File: config.mk
export PLATFORM = sky130hd
export DESIGN_NAME = cla_pipe_adder
export DESIGN_NICKNAME = d
export VERILOG_FILES = /design/src/rtl/cla_pipe_adder.sv
export SDC_FILE = /design/constraint.sdc
export NUM_CORES = 1
export LEC_CHECK = 0
export CORE_MARGIN = 1.5
export CORE_UTILIZATION = 56
export CTS_CLUSTER_DIAMETER = 120
export DETAILED_ROUTE_END_ITERATION = 16
export GPL_TIMING_DRIVEN = 0
export PLACE_DENSITY = 0.85
export SLEW_MARGIN = 20
export SYNTH_ARGS = -nofsm -noshare
export SYNTH_HDL_FRONTEND = slang
export SYNTH_SLANG_ARGS = --single-unit
File: constraint.sdc
create_clock -name clk -period 4.6 [get_ports clk]
set_input_delay 0.46 -clock clk [delete_from_list [all_inputs] [get_ports clk]]
set_output_delay 0.46 -clock clk [all_outputs]
set_load 0.05 [all_outputs]
File: src/rtl/cla_pipe_adder.sv
// cla_pipe_adder
//   Pipelined add/subtract unit built on a two-level carry-lookahead tree.
//   Per-bit generate/propagate feeds group generate/propagate (GROUP bits),
//   and a flattened lookahead across groups forms every group carry-in.
//   Only the bits inside one group ripple, so no chain exceeds GROUP bits.
//
//   Pipeline: STAGES=1 registers only the output, STAGES=2 adds a register
//   after the group P/G, STAGES=3 adds another after the group carries.
//   Each stage carries a valid bit; a stage loads when it is empty or the
//   stage after it is loading, so a stall holds all valid data in place.
//
// Ports
//   clk        clock, rising edge
//   rst        asynchronous reset, active high
//   in_valid   operands a/b/cin/sub are valid
//   in_ready   block accepts operands this cycle
//   a, b       operands, WIDTH bits
//   cin        carry-in (add) / borrow-in (subtract)
//   sub        0 = a+b+cin, 1 = a-b-cin
//   out_valid  sum/cout/ovf hold a result
//   out_ready  downstream accepts the result
//   sum        result, WIDTH bits
//   cout       carry-out of MSB (subtract: 1 = no borrow)
//   ovf        signed two's-complement overflow
module cla_pipe_adder #(
   parameter int WIDTH  = 16,
   parameter int GROUP  = 4,
   parameter int STAGES = 2
) (
   input  logic             clk,
   input  logic             rst,
   input  logic             in_valid,
   output logic             in_ready,
   input  logic [WIDTH-1:0] a,
   input  logic [WIDTH-1:0] b,
   input  logic             cin,
   input  logic             sub,
   output logic             out_valid,
   input  logic             out_ready,
   output logic [WIDTH-1:0] sum,
   output logic             cout,
   output logic             ovf
);
   localparam int NG   = WIDTH / GROUP;
   localparam int DA_W = 2*WIDTH + 2*NG + 3;
   localparam int DB_W = 2*WIDTH + NG + 3;

   logic en_q;
   logic rdy_a, rdy_b, rdy_o;
   logic in_xfer;

   // front end: effective operand, bit P/G, group P/G
   logic [WIDTH-1:0] b_eff, p0, g0;
   logic [NG-1:0]    gg0, gp0;
   logic             c0;

   // subtract is a + ~b + ~cin, so cin behaves as an active-high borrow
   assign b_eff = b ^ {WIDTH{sub}};
   assign c0    = cin ^ sub;
   assign p0    = a ^ b_eff;
   assign g0    = a & b_eff;

   always_comb begin : grp_pg
      logic gacc, pacc;
      gacc = 1'b0;
      pacc = 1'b0;
      gg0  = '0;
      gp0  = '0;
      for (int k = 0; k < NG; k++) begin
         gacc = 1'b0;
         pacc = 1'b1;
         for (int i = 0; i < GROUP; i++) begin
            gacc = g0[k*GROUP+i] | (p0[k*GROUP+i] & gacc);
            pacc = pacc & p0[k*GROUP+i];
         end
         gg0[k] = gacc;
         gp0[k] = pacc;
      end
   end

   // stage A boundary: after group P/G
   logic [DA_W-1:0] da_in, da_out;
   logic            va_out;

   assign da_in = {p0, g0, gg0, gp0, c0, a[WIDTH-1], b_eff[WIDTH-1]};

   generate
      if (STAGES >= 2) begin : g_reg_a
         logic [DA_W-1:0] da_q;
         logic            va_q;
         always_ff @(posedge clk or posedge rst) begin
            if (rst) begin
               va_q <= 1'b0;
               da_q <= '0;
            end else if (rdy_a) begin
               va_q <= in_xfer;
               if (in_xfer) da_q <= da_in;
            end
         end
         assign rdy_a  = ~va_q | rdy_b;
         assign da_out = da_q;
         assign va_out = va_q;
      end else begin : g_byp_a
         assign rdy_a  = rdy_b;
         assign da_out = da_in;
         assign va_out = in_xfer;
      end
   endgenerate

   logic [WIDTH-1:0] p1, g1;
   logic [NG-1:0]    gg1, gp1;
   logic             c01, am1, bm1;
   logic [NG:0]      gc;

   assign {p1, g1, gg1, gp1, c01, am1, bm1} = da_out;

   // Second-level lookahead, written as the full sum of products for each
   // group carry so no carry depends on the previous group's carry.
   // gc[NG] is the carry out of the MSB.
   always_comb begin : grp_carry
      logic t, acc;
      t   = 1'b0;
      acc = 1'b0;
      gc  = '0;
      for (int k = 0; k <= NG; k++) begin
         t = c01;
         for (int j = 0; j < k; j++) t = t & gp1[j];
         acc = t;
         for (int j = 0; j < k; j++) begin
            t = gg1[j];
            for (int m = j + 1; m < k; m++) t = t & gp1[m];
            acc = acc | t;
         end
         gc[k] = acc;
      end
   end

   // stage B boundary: after group carries
   logic [DB_W-1:0] db_in, db_out;
   logic            vb_out;

   assign db_in = {p1, g1, gc, am1, bm1};

   generate
      if (STAGES >= 3) begin : g_reg_b
         logic [DB_W-1:0] db_q;
         logic            vb_q;
         always_ff @(posedge clk or posedge rst) begin
            if (rst) begin
               vb_q <= 1'b0;
               db_q <= '0;
            end else if (rdy_b) begin
               vb_q <= va_out;
               if (va_out) db_q <= db_in;
            end
         end
         assign rdy_b  = ~vb_q | rdy_o;
         assign db_out = db_q;
         assign vb_out = vb_q;
      end else begin : g_byp_b
         assign rdy_b  = rdy_o;
         assign db_out = db_in;
         assign vb_out = va_out;
      end
   endgenerate

   logic [WIDTH-1:0] p2, g2, sum_d;
   logic [NG:0]      gc2;
   logic             am2, bm2, ovf_d;

   assign {p2, g2, gc2, am2, bm2} = db_out;

   // ripple confined to one group, seeded by that group's lookahead carry
   always_comb begin : grp_sum
      logic c;
      c     = 1'b0;
      sum_d = '0;
      for (int k = 0; k < NG; k++) begin
         c = gc2[k];
         for (int i = 0; i < GROUP; i++) begin
            sum_d[k*GROUP+i] = p2[k*GROUP+i] ^ c;
            c = g2[k*GROUP+i] | (p2[k*GROUP+i] & c);
         end
      end
   end

   assign ovf_d = (am2 == bm2) && (sum_d[WIDTH-1] != am2);

   // output stage
   logic             vo_q, cout_q, ovf_q;
   logic [WIDTH-1:0] sum_q;

   assign rdy_o = ~vo_q | out_ready;

   always_ff @(posedge clk or posedge rst) begin
      if (rst) begin
         vo_q   <= 1'b0;
         sum_q  <= '0;
         cout_q <= 1'b0;
         ovf_q  <= 1'b0;
      end else if (rdy_o) begin
         vo_q <= vb_out;
         if (vb_out) begin
            sum_q  <= sum_d;
            cout_q <= gc2[NG];
            ovf_q  <= ovf_d;
         end
      end
   end

   // holds in_ready low through reset and until the first edge after it
   always_ff @(posedge clk or posedge rst) begin
      if (rst) en_q <= 1'b0;
      else     en_q <= 1'b1;
   end

   assign in_ready  = en_q & rdy_a;
   assign in_xfer   = in_valid & in_ready;
   assign out_valid = vo_q;
   assign sum       = sum_q;
   assign cout      = cout_q;
   assign ovf       = ovf_q;
endmodule

Word-level counts from Yosys, hierarchy flattened
Index checks and enable logic that the tools add are counted.
Widths: inputs -> output; s select.
{"block": "word_totals", "regBits": 64, "in_bits": 38}
{"block": "classes", "n_eq_ne": 2, "bitwise": 106, "reduce_logical": 3}
{"cell": "$and 1x1->1", "count": 48}
{"cell": "$or 1x1->1", "count": 36}
{"cell": "$xor 16x16->16", "count": 2}
{"cell": "$xor 1x1->1", "count": 17}
{"cell": "$and 16x16->16", "count": 1}
{"cell": "$reduce_and 2->1", "count": 2}
{"cell": "$not 1->1", "count": 2}
{"cell": "$eq 1x1->1", "count": 1}
{"cell": "$logic_and 1x1->1", "count": 1}
{"cell": "$ne 1x1->1", "count": 1}

Depth between registers and ports, before layout
Gate-level depths: netlist (run 1).
{"block": "logic_depth", "word_depth": 15, "mapped_depth": 12, "mapped_depth_nobuf": 12}

Worst setup path before layout (run 1)
OpenSTA, ideal clock, no wires.
{"block": "synth_path", "kind": "reg2reg", "from": "reg g_reg_a.da_q[2] (netlist: da_out[2])", "to": "reg ovf_q (netlist: ovf)", "required_ns": 4.531, "slack_ns": 1.859, "setup_time_ns": 0.069, "stages_incl_launch_ff": 13, "t_arrival_ns": 2.672, "n_path_buf": 0, "path_cell_list": "dfrtp_1 > a21o_1 > a21o_1 > a21o_1 > ha_1 > or2_2 > ha_1 > or2_2 > ha_1 > nor2_1 > xor2_1 > or4_1 > nand3_1"}
{"block": "synth_via", "elab_chain_cells": 15}
{"item": "start: declaration", "line_no": "89", "source": "logic [DA_W-1:0] da_q;"}
{"item": "start signal: assignment", "line_no": "97", "source": "if (in_xfer) da_q <= da_in;"}
{"item": "$and 1x1->1 (3 in a row)", "line_no": "127", "source": "for (int j = 0; j < k; j++) t = t & gp1[j];"}
{"item": "$or 1x1->1 (3 in a row)", "line_no": "132", "source": "acc = acc | t;"}
{"item": "$and 1x1->1", "line_no": "182", "source": "c = g2[k*GROUP+i] | (p2[k*GROUP+i] & c);"}
{"item": "$or 1x1->1", "line_no": "182"}
{"item": "$and 1x1->1", "line_no": "182"}
{"item": "$or 1x1->1", "line_no": "182"}
{"item": "$and 1x1->1", "line_no": "182"}
{"item": "$or 1x1->1", "line_no": "182"}
{"item": "$xor 1x1->1", "line_no": "181", "source": "sum_d[k*GROUP+i] = p2[k*GROUP+i] ^ c;"}
{"item": "$ne 1x1->1", "line_no": "187", "source": "assign ovf_d = (am2 == bm2) && (sum_d[WIDTH-1] != am2);"}
{"item": "$logic_and 1x1->1", "line_no": "187"}
{"item": "end signal: assignment", "line_no": "206", "source": "ovf_q <= ovf_d;"}
{"item": "end: declaration", "line_no": "190", "source": "logic vo_q, cout_q, ovf_q;"}
Every way passes these cells.
A chain may end at the register's enable or synchronous reset.

Worst setup path in the final report (run 1)
Same ends and word-level chain as after synthesis.

==> impl_metrics.env, run 1 <==
export IMPL_outcome="finished clean"
export IMPL_synth_net_count=306
export IMPL_cts_clk_slew_worst_paths_ns=0.07
export IMPL_cts_htree_levels=3
export IMPL_critical_path_arrival_ns=3.20
export IMPL_ys_types=32
export IMPL_dieArea_sq_um=5887
export IMPL_period_share_pct=63.73
export IMPL_gp_congestion=0.7747
export IMPL_drtPass1Iterations=5
export IMPL_cts_tree="done"
export IMPL_hold_viol_final=0
export IMPL_r2r_slack_ns=1.67
export IMPL_syn_avg_cell_area_sq_um=12.68
export IMPL_wl_per_cell_microns=16.03
export IMPL_final_common_cell="dfrtp_1"
export IMPL_insertion_delay_ns=0.33
export IMPL_vias=2035
export IMPL_fin_ws_ns=1.668
export IMPL_slew_headroom_pct=66.01
export IMPL_finalCriticalPeriod_ns=2.932
export IMPL_initialDrtViolationCount=82
export IMPL_layout_drive_gt1_share_pct=24.60
export IMPL_clock_path_buffers=2
export IMPL_met1_usage_pct=28.11
export IMPL_nNetsFinal=374
export IMPL_cts_sinks=60
export IMPL_ys_seq_elements=60
export IMPL_port_buffers=56
export IMPL_die_h_microns=76.73
export IMPL_cts_hold_buf=0
export IMPL_regToRegStartpoint="da_out[2]"
export IMPL_netlist_area_sq_um=3044
export IMPL_ir_worst_vdd_uv=372.3
export IMPL_grt_max_degree=59
export IMPL_fmax_mhz=341.1
export IMPL_max_cap_violations=0
export IMPL_multi_input_area_sq_um=1464
export IMPL_cts_buffers=9
export IMPL_seq_area_sq_um=1501
export IMPL_utilization_pct=75.11
export IMPL_yosysWarningCount=0
export IMPL_dpl_hpwl_microns=4404
export IMPL_wirelength_microns=6140
export IMPL_path_class="flip-flop to flip-flop"
export IMPL_io_pins=58
export IMPL_met2_usage_pct=37.96
export IMPL_area_growth_pct=27.62
export IMPL_drc=0
export IMPL_rsz0062_at_grt="no"
export IMPL_p_leak_nw=1.806
export IMPL_start_util_pct=58.85
export IMPL_nFillCells=351
export IMPL_post_cts_buffers=0
export IMPL_worst_pin_slew_ns=0.5082
export IMPL_worstPathRequired_ns=4.87
export IMPL_postCtsResizedCells=0
export IMPL_core_area_sq_um=5172
export IMPL_skew_ns=0.005348
export IMPL_r2r_end="ovf"
export IMPL_start_kind="flip-flop"
export IMPL_power_density_nw_per_um2=524.2
export IMPL_rows=26
export IMPL_via_per_inst=5.313
export IMPL_num_antenna_cells=0
export IMPL_pre_cts_ws_ns=1.662
export IMPL_yosysSeqAreaShare_pct=49.32
export IMPL_die_w_microns=76.73
export IMPL_globalRouteTotalUtil_pct=22.88
export IMPL_grt_pass1_wl_microns=10330
export IMPL_synthCells=240
export IMPL_grt_antenna_before_repair=0
export IMPL_busiest_layer="met2"
export IMPL_setup_viol=0
export IMPL_path_max_fanout=3
export IMPL_hp_class="input pin to async pin"
export IMPL_r2r_cells=12
export IMPL_mostFrequentLayoutCells="60 x dfrtp_1, 56 x clkdlybuf4s50_1, 34 x mux2_2"
export IMPL_drtAntennaViolNets=0
export IMPL_cts_root_buffer="clkbuf_8"
export IMPL_grt_met3_usage_pct=4.405
export IMPL_endpoint_kind="flip-flop"
export IMPL_setup_tns_final_ns=0
export IMPL_startpoint="da_out[2]"
export IMPL_grt_ovfl_total=0
export IMPL_slew_viol_final=0
export IMPL_grt_pass1_vias=2180
cells by family after synthesis:
kind of cell / share of synthesized area, %
DFF: 49.32
and+or+nand+nor: 8.673
muxes: 16.52
adders and majority gates: 11.51
AOI/OAI and AO/OA: 5.219
xor gates and xnor gates: 6.042
buffers and inverters: 2.589
other: 0.1232
cells in the mapped netlist:
cell	n	area share, %
a2111oi_2	1	0.49
a211oi_1	3	0.74
a21o_1	3	0.74
a21oi_1	6	0.99
a31o_1	1	0.29
and2_1	1	0.21
and2_4	1	0.29
buf_2	3	0.49
buf_4	4	0.99
buf_6	1	0.37
buf_8	1	0.49
conb_1	1	0.12
dfrtp_1	60	49
ha_1	28	12
inv_1	2	0.25
mux2_2	34	13
mux2_4	8	3.9
nand2_1	21	2.6
nand2b_1	1	0.21
nand2b_4	1	0.45
nand3_1	1	0.16
nand3_2	1	0.33
nand3b_1	1	0.25
nand4_1	5	1.0
nand4b_1	1	0.29
nor2_1	8	0.99
o21ai_0	11	1.8
o21ai_1	1	0.16
or2_2	8	1.6
or4_1	1	0.25
xnor2_1	1	0.29
xor2_1	20	5.8
where the power goes:
| group | leakage, nW | switching, mW | total [mW] | internal [mW] |
|---|---|---|---|---|
| clock network | 0.0844 | 0.196 | 0.405 | 0.209 |
| logic | 0.988 | 0.490 | 0.867 | 0.377 |
| registers | 0.734 | 0.0856 | 0.764 | 0.679 |
| total | 1.81 | 0.772 | 2.04 | 1.26 |
worst max path at each step:
stage,endpoint,slack (ns),depth (start not counted)
after global routing,ovf,1.55,12
after floorplan,ovf,1.86,12
after global placement,sum[14],1.59,2
after CTS,ovf,1.65,12
final,ovf,1.67,12
after detailed placement,ovf,1.66,12
cell type report:
class	instances	area share (%)
clock buffers	14	3.929
flip-flops and latches	60	38.65
plain buffers	9	1.836
inverters	2	0.2576
well taps	70	2.254
clock inverters	2	0.2576
repair buffers	57	15.14
multi-input cells	169	37.68
layer usage:
| metal | vias to the layer above | share of wire (%) |
|---|---|---|
| li1 | 979 | - |
| met1 | 971 | 43 |
| met2 | 68 | 49 |
| met3 | 17 | 4.3 |
| met4 | 0 | 3.5 |
| met5 | - | 0 |
per-stage QoR:
step	hold WS (ns)	instance area (sq um)	instances	total power, mW
floorplan	0.4503	3044	240	1.350
global placement	0.4597	3692	366	1.610
detailed placement	0.4712	3722	367	1.641
CTS	0.3413	3885	383	2.050
global route	0.3439	3885	383	2.147
finish	0.3448	3885	383	2.037
state kept, by name (all words and copies together), names as in the netlist:
name	flops
out_valid	1
da_out	39
g_reg_a.va_q	1
cout	1
sum	16
en_q	1
ovf	1
worst max-delay path, stage by stage (launching register included):
cell and delay, ns:
dfrtp_1 0.41, a21o_1 0.20, a21o_1 0.22, a21o_1 0.19, ha_1 0.17, or2_2 0.28
ha_1 0.18, or2_2 0.28, ha_1 0.18, nor2_1 0.10, xor2_1 0.10, or4_1 0.47
nand3_1 0.09
Note: power is estimated with default switching activity, not from simulation.
==> inputs of run 2 (changes only) <==
--- a/config.mk
+++ b/config.mk
@@ -6,11 +6,11 @@
 export NUM_CORES = 1
 export LEC_CHECK = 0
 export CORE_MARGIN = 1.5
-export CORE_UTILIZATION = 56
+export CORE_UTILIZATION = 52
 export CTS_CLUSTER_DIAMETER = 120
 export DETAILED_ROUTE_END_ITERATION = 16
 export GPL_TIMING_DRIVEN = 0
-export PLACE_DENSITY = 0.85
+export PLACE_DENSITY = 0.8
 export SLEW_MARGIN = 20
 export SYNTH_ARGS = -nofsm -noshare
 export SYNTH_HDL_FRONTEND = slang
==> constraint.sdc (replaced) <==
create_clock -name clk -period 2.9 [get_ports clk]
set_input_delay 0.29 -clock clk [delete_from_list [all_inputs] [get_ports clk]]
set_output_delay 0.29 -clock clk [all_outputs]
set_load 0.05 [all_outputs]
==> run 2 against run 1 <==
  * Cell count is 1.6% higher
  * Design area is 3.0% higher
  * Critical path depth stayed put
  * Combinational power is 67% higher
  * Clock skew is 0.00060 ns higher
  * Maximum frequency is 5.1% higher
  * Global-route usage is 0.92 points lower
  * Critical endpoint unchanged
  * Largest power group unchanged
==> impl_metrics.env, run 2 (synthesized netlist as in run 1, its figures left out) <==
export IMPL_outcome="finished clean"
export IMPL_fin_ws_ns=0.1108
export IMPL_place_inst=369
export IMPL_pre_cts_ws_ns=-0.1101
export IMPL_die_w_microns=79.51
export IMPL_cts_tree="done"
export IMPL_path_class="flip-flop to flip-flop"
export IMPL_drc=0
export IMPL_cts_sinks=60
export IMPL_area_growth_pct=31.40
export IMPL_hp_class="input pin to async pin"
export IMPL_rsz0062_at_grt="yes"
export IMPL_num_antenna_cells=0
export IMPL_nFillCells=399
export IMPL_core_area_sq_um=5574
export IMPL_power_density_nw_per_um2=845.9
export IMPL_gp_congestion=0.7581
export IMPL_clock_path_buffers=2
export IMPL_worst_pin_slew_ns=0.4968
export IMPL_setup_tns_final_ns=0
export IMPL_dieArea_sq_um=6322
export IMPL_start_util_pct=54.61
export IMPL_grt_ovfl_total=0
export IMPL_p_leak_nw=1.845
export IMPL_fmax_mhz=358.5
export IMPL_cts_root_buffer="clkbuf_8"
export IMPL_via_per_inst=5.242
export IMPL_initialDrtViolationCount=78
export IMPL_grt_antenna_before_repair=0
export IMPL_dpl_hpwl_microns=4464
export IMPL_start_kind="flip-flop"
export IMPL_port_buffers=56
export IMPL_hold_viol_final=0
export IMPL_layout_drive_gt1_share_pct=28.39
export IMPL_drtPass1Iterations=4
export IMPL_insertion_delay_ns=0.33
export IMPL_skew_ns=0.005952
export IMPL_largest_register_ffs=39
export IMPL_whs_ns=0.2206
export IMPL_endpoint_kind="flip-flop"
export IMPL_cts_clk_slew_worst_paths_ns=0.07
export IMPL_fin_cells=389
export IMPL_setup_viol=0
export IMPL_mostFrequentLayoutCells="60 x dfrtp_1, 56 x clkdlybuf4s50_1, 34 x mux2_2"
export IMPL_drtAntennaViolNets=0
export IMPL_grt_pass1_vias=2133
export IMPL_cts_htree_levels=3
export IMPL_finalCriticalPeriod_ns=2.789
export IMPL_slew_headroom_pct=66.78
export IMPL_slew_viol_final=0
export IMPL_cts_hold_buf=0
export IMPL_vias=2039
export IMPL_path_max_fanout=2
export IMPL_grt_pass1_wl_microns=10290
export IMPL_rows=27
export IMPL_globalRouteTotalUtil_pct=21.96
export IMPL_max_cap_violations=0
export IMPL_wirelength_microns=6201
export IMPL_ir_worst_vdd_uv=586.0
export IMPL_io_pins=58
export IMPL_die_h_microns=79.51
export IMPL_final_common_cell="dfrtp_1"
export IMPL_nNetsFinal=379
export IMPL_cts_buffers=9
export IMPL_grt_max_degree=48
export IMPL_wl_per_cell_microns=15.94
export IMPL_worstPathRequired_ns=3.17
export IMPL_critical_path_arrival_ns=3.06
export IMPL_period_share_pct=96.18
==> run 2: changes by cell type in the layout (fill, tap and decap cells not counted), moves of 2 or more <==
cell / delta
or2_2: -2
ha_1: -3
clkbuf_1: -4
buf_4: +5
or2_4: +2
ha_4: +2
==> run 2: metrics by stage <==
stage / utilization (%) / instance area (sq um) / total power, mW
after floorplan: - / 3044 / 2.141
after global placement: 66.29 / 3695 / 2.563
after detailed placement: 66.82 / 3725 / 2.602
after CTS: 70.95 / 3955 / 3.365
after global routing: 71.76 / 4000 / 3.571
final: 71.76 / 4000 / 3.384
==> run 2: path summary, 6_finish.rpt <==
kind | slack, ns | cells past startpoint | start | to
worst max register to register | 0.11 | 12 | da_out[2] | ovf
worst min-delay path | 0.22 | 2 | rst | sum[11]
min in group clk | 0.41 | 3 | sub | da_out[2]
max in group asynchronous | 2.19 | 3 | rst | da_out[19]
worst min register to register | 0.49 | 2 | sum[3] | sum[3]
worst max-delay path | 0.11 | 12 | da_out[2] | ovf
==> run 2: cell type report <==
cell class | count | area [sq um] | area share, %
sequential | 60 | 1501 | 37.54
clock inverter | 5 | 52.55 | 1.314
inverter | 2 | 10.01 | 0.2502
timing repair buffer | 62 | 625.6 | 15.64
tap | 72 | 90.09 | 2.252
buffer | 9 | 71.32 | 1.783
clock buffer | 10 | 137.6 | 3.441
multi-input combinational | 169 | 1511 | 37.79
==> run 2: layer usage <==
layer,vias up,global-route usage (%),wire length (microns)
li1,984,-,-
met4,0,8.947,85
met2,43,35.08,3134
met1,1005,28.90,2814
met5,-,0,0
met3,7,4.800,166
==> run 2: worst max-delay path, cell delays in order (launching register included) <==
cell and delay [ns]:
dfrtp_1 0.39, a21o_1 0.21, a21o_1 0.21, a21o_1 0.20, ha_2 0.17, or2_4 0.23, ha_4 0.15, or2_4 0.23
ha_4 0.17, nor2_4 0.10, xor2_2 0.08, or4_1 0.52, nand3_1 0.07
==> run 2: timing repair <==
action	4_1_cts	5_1_grt
setup buffers	3	2
pin swaps	5	7
endpoints found under the setup margin	1	1
gates resized for setup	4	6
==> run 2: power by group <==
group | internal [mW] | leakage [nW] | switching, mW | total, mW
registers | 1.08 | 0.734 | 0.135 | 1.21
logic | 0.647 | 1.01 | 0.802 | 1.45
clock network | 0.410 | 0.0979 | 0.313 | 0.723
total | 2.13 | 1.84 | 1.25 | 3.38
==> inputs of run 3 (changes only) <==
--- a/config.mk
+++ b/config.mk
@@ -5,7 +5,6 @@
 export SDC_FILE = /design/constraint.sdc
 export NUM_CORES = 1
 export LEC_CHECK = 0
-export CORE_MARGIN = 1.5
 export CORE_UTILIZATION = 52
 export CTS_CLUSTER_DIAMETER = 120
 export DETAILED_ROUTE_END_ITERATION = 16
==> run 3 against run 2 <==
  * First-iteration DRC count increased by 54%
  * Die area decreased by 2.5%
  * Sequential power about the same
  * Setup slack got worse by 0.014 ns
  * Core utilization decreased by 0.67 points
  * Sequential share of layout area increased by 0.36 points
  * Clock power decreased by 12%
  * Cell count increased by 0.51%
  * Global-route usage decreased by 0.15 points
  * Design area decreased by 0.94%
  * Non-clock buffer count increased by 1
  * Critical endpoint unchanged
==> impl_metrics.env, run 3 (synthesized netlist as in run 1, its figures left out) <==
export IMPL_outcome="finished clean"
export IMPL_whs_ns=0.2147
export IMPL_endpoint_kind="flip-flop"
export IMPL_cts_root_buffer="clkbuf_8"
export IMPL_final_common_cell="dfrtp_1"
export IMPL_grt_max_degree=52
export IMPL_start_kind="flip-flop"
export IMPL_mostFrequentLayoutCells="60 x dfrtp_1, 56 x clkdlybuf4s50_1, 34 x mux2_2"
export IMPL_cts_clk_slew_worst_paths_ns=0.06
export IMPL_crit_slowest_cell="or4_1"
export IMPL_hp_class="input pin to async pin"
export IMPL_clock_path_buffers=2
export IMPL_worstPathRequired_ns=3.16
export IMPL_rows=27
export IMPL_die_h_microns=78.51
export IMPL_gp_congestion=0.7637
export IMPL_max_cap_violations=0
export IMPL_r2r_end="ovf"
export IMPL_hold_viol_final=0
export IMPL_wirelength_microns=6007
export IMPL_crit_family="simple AND/OR/NAND/NOR gates"
export IMPL_slew_headroom_pct=66.65
export IMPL_die_w_microns=78.51
export IMPL_layout_drive_gt1_share_pct=26.96
export IMPL_finalCriticalPeriod_ns=2.803
export IMPL_via_per_inst=5.194
export IMPL_dpl_hpwl_microns=4346
export IMPL_path_class="flip-flop to flip-flop"
export IMPL_grt_pass1_vias=2143
export IMPL_slowest_delay_ns=0.46
export IMPL_io_pins=58
export IMPL_grt_antenna_before_repair=0
export IMPL_fmax_mhz=356.8
export IMPL_cts_buffers=9
export IMPL_skew_ns=0.006560
export IMPL_r2r_slack_ns=0.1
export IMPL_insertion_delay_ns=0.33
export IMPL_cts_hold_buf=0
export IMPL_grt_pass1_wl_microns=10140
export IMPL_area_growth_pct=30.17
export IMPL_core_area_sq_um=5574
export IMPL_ir_worst_vdd_uv=562.8
export IMPL_drc=0
export IMPL_globalRouteTotalUtil_pct=21.81
export IMPL_regToRegStartpoint="da_out[3]"
export IMPL_setup_viol=0
export IMPL_path_buf_inv=0
export IMPL_worst_pin_slew_ns=0.4987
export IMPL_cts_tree="done"
export IMPL_nNetsFinal=380
export IMPL_p_leak_nw=1.839
export IMPL_start_util_pct=54.61
export IMPL_vias=2031
export IMPL_period_share_pct=96.65
export IMPL_wl_per_cell_microns=15.36
export IMPL_dieArea_sq_um=6164
export IMPL_cp_common_cell="a21o_1"
export IMPL_cp_cell_sequence="a21o_1 > a21o_1 > a21o_1 > ha_1 > or2_2 > ha_1 > or2_4 > ha_4 > nor2_4 > xor2_2 > or4_1 > nand3_1"
export IMPL_initialDrtViolationCount=120
export IMPL_drtPass1Iterations=4
export IMPL_cts_htree_levels=3
export IMPL_power_density_nw_per_um2=825.3
export IMPL_grt_ovfl_total=0
export IMPL_cts_sinks=60
export IMPL_largest_register_ffs=39
export IMPL_slew_viol_final=0
export IMPL_path_max_fanout=2
export IMPL_critical_path_arrival_ns=3.07
export IMPL_drtAntennaViolNets=0
export IMPL_setup_tns_final_ns=0
export IMPL_num_antenna_cells=0
export IMPL_port_buffers=56
export IMPL_rsz0062_at_grt="no"
export IMPL_r2r_cells=12
run 3: changes by cell type in the layout (fill, tap and decap cells not counted):
cell	before	now
or2_2	6	7
or2_4	2	1
clkinv_2	3	2
clkinvlp_4	1	0
ha_2	1	0
clkbuf_1	0	4
bufinv_16	1	0
buf_4	9	10
ha_4	2	1
ha_1	25	27
run 3: worst max-delay path by stage:
stage	from	endpoint	slack [ns]	cells past startpoint
after floorplan	da_out[2]	ovf	0.16	12
after global placement	da_out[2]	ovf	-0.07	12
after detailed placement	da_out[2]	ovf	-0.10	12
after CTS	da_out[2]	ovf	0.009	12
after global routing	da_out[3]	ovf	0.005	12
final	da_out[3]	ovf	0.1	12
run 3: report_power, final:
group          switching [mW]  internal [mW]
clock network           0.305          0.332
logic                   0.789          0.635
registers               0.133           1.08
run 3: stage by stage:
step	utilization (%)	cells	area (sq um)	total power [mW]	worst slack (ns)
2_1_floorplan	-	240	3044	2.141	0.1592
3_3_place_gp	66.29	368	3695	2.559	-0.06836
3_5_place_dp	66.82	369	3725	2.600	-0.1020
4_1_cts	70.06	387	3905	3.254	0.009496
5_1_grt	71.09	391	3963	3.449	0.005440
6_report	71.09	391	3963	3.270	0.09715
run 3: final cells by class:
type | count | area [sq um]
Buffer | 9 | 71.32
Clock buffer | 14 | 152.6
Clock inverter | 2 | 10.01
Fill cell | 403 | 1612
Inverter | 2 | 10.01
Multi-Input combinational cell | 169 | 1494
Sequential cell | 60 | 1501
Tap cell | 72 | 90.09
Timing Repair Buffer | 63 | 633.1
run 3: worst reg2reg max path: cells and delay by family, from the launching register on:
| family | cells | cell delay (ns) |
|---|---|---|
| flops | 1 | 0.38 |
| fa+ha+maj | 3 | 0.52 |
| simple gates | 5 | 1.18 |
| compound gates | 3 | 0.57 |
| xor+xnor | 1 | 0.08 |
run 3: routing by layer:
metal | vias to the layer above | track usage, % | share of wire, %
li1 | 988 | - | -
met1 | 985 | 29.71 | 46
met2 | 46 | 34.26 | 48
met3 | 12 | 3.953 | 3.3
met4 | 0 | 8.889 | 2.1
met5 | - | 0 | 0
run 3: timing repair:
item	CTS	global route
buffers inserted	2	4
gates resized for setup	1	5
endpoints found under the hold margin	0	0
pin swaps	1	5
setup endpoints to repair	1	1
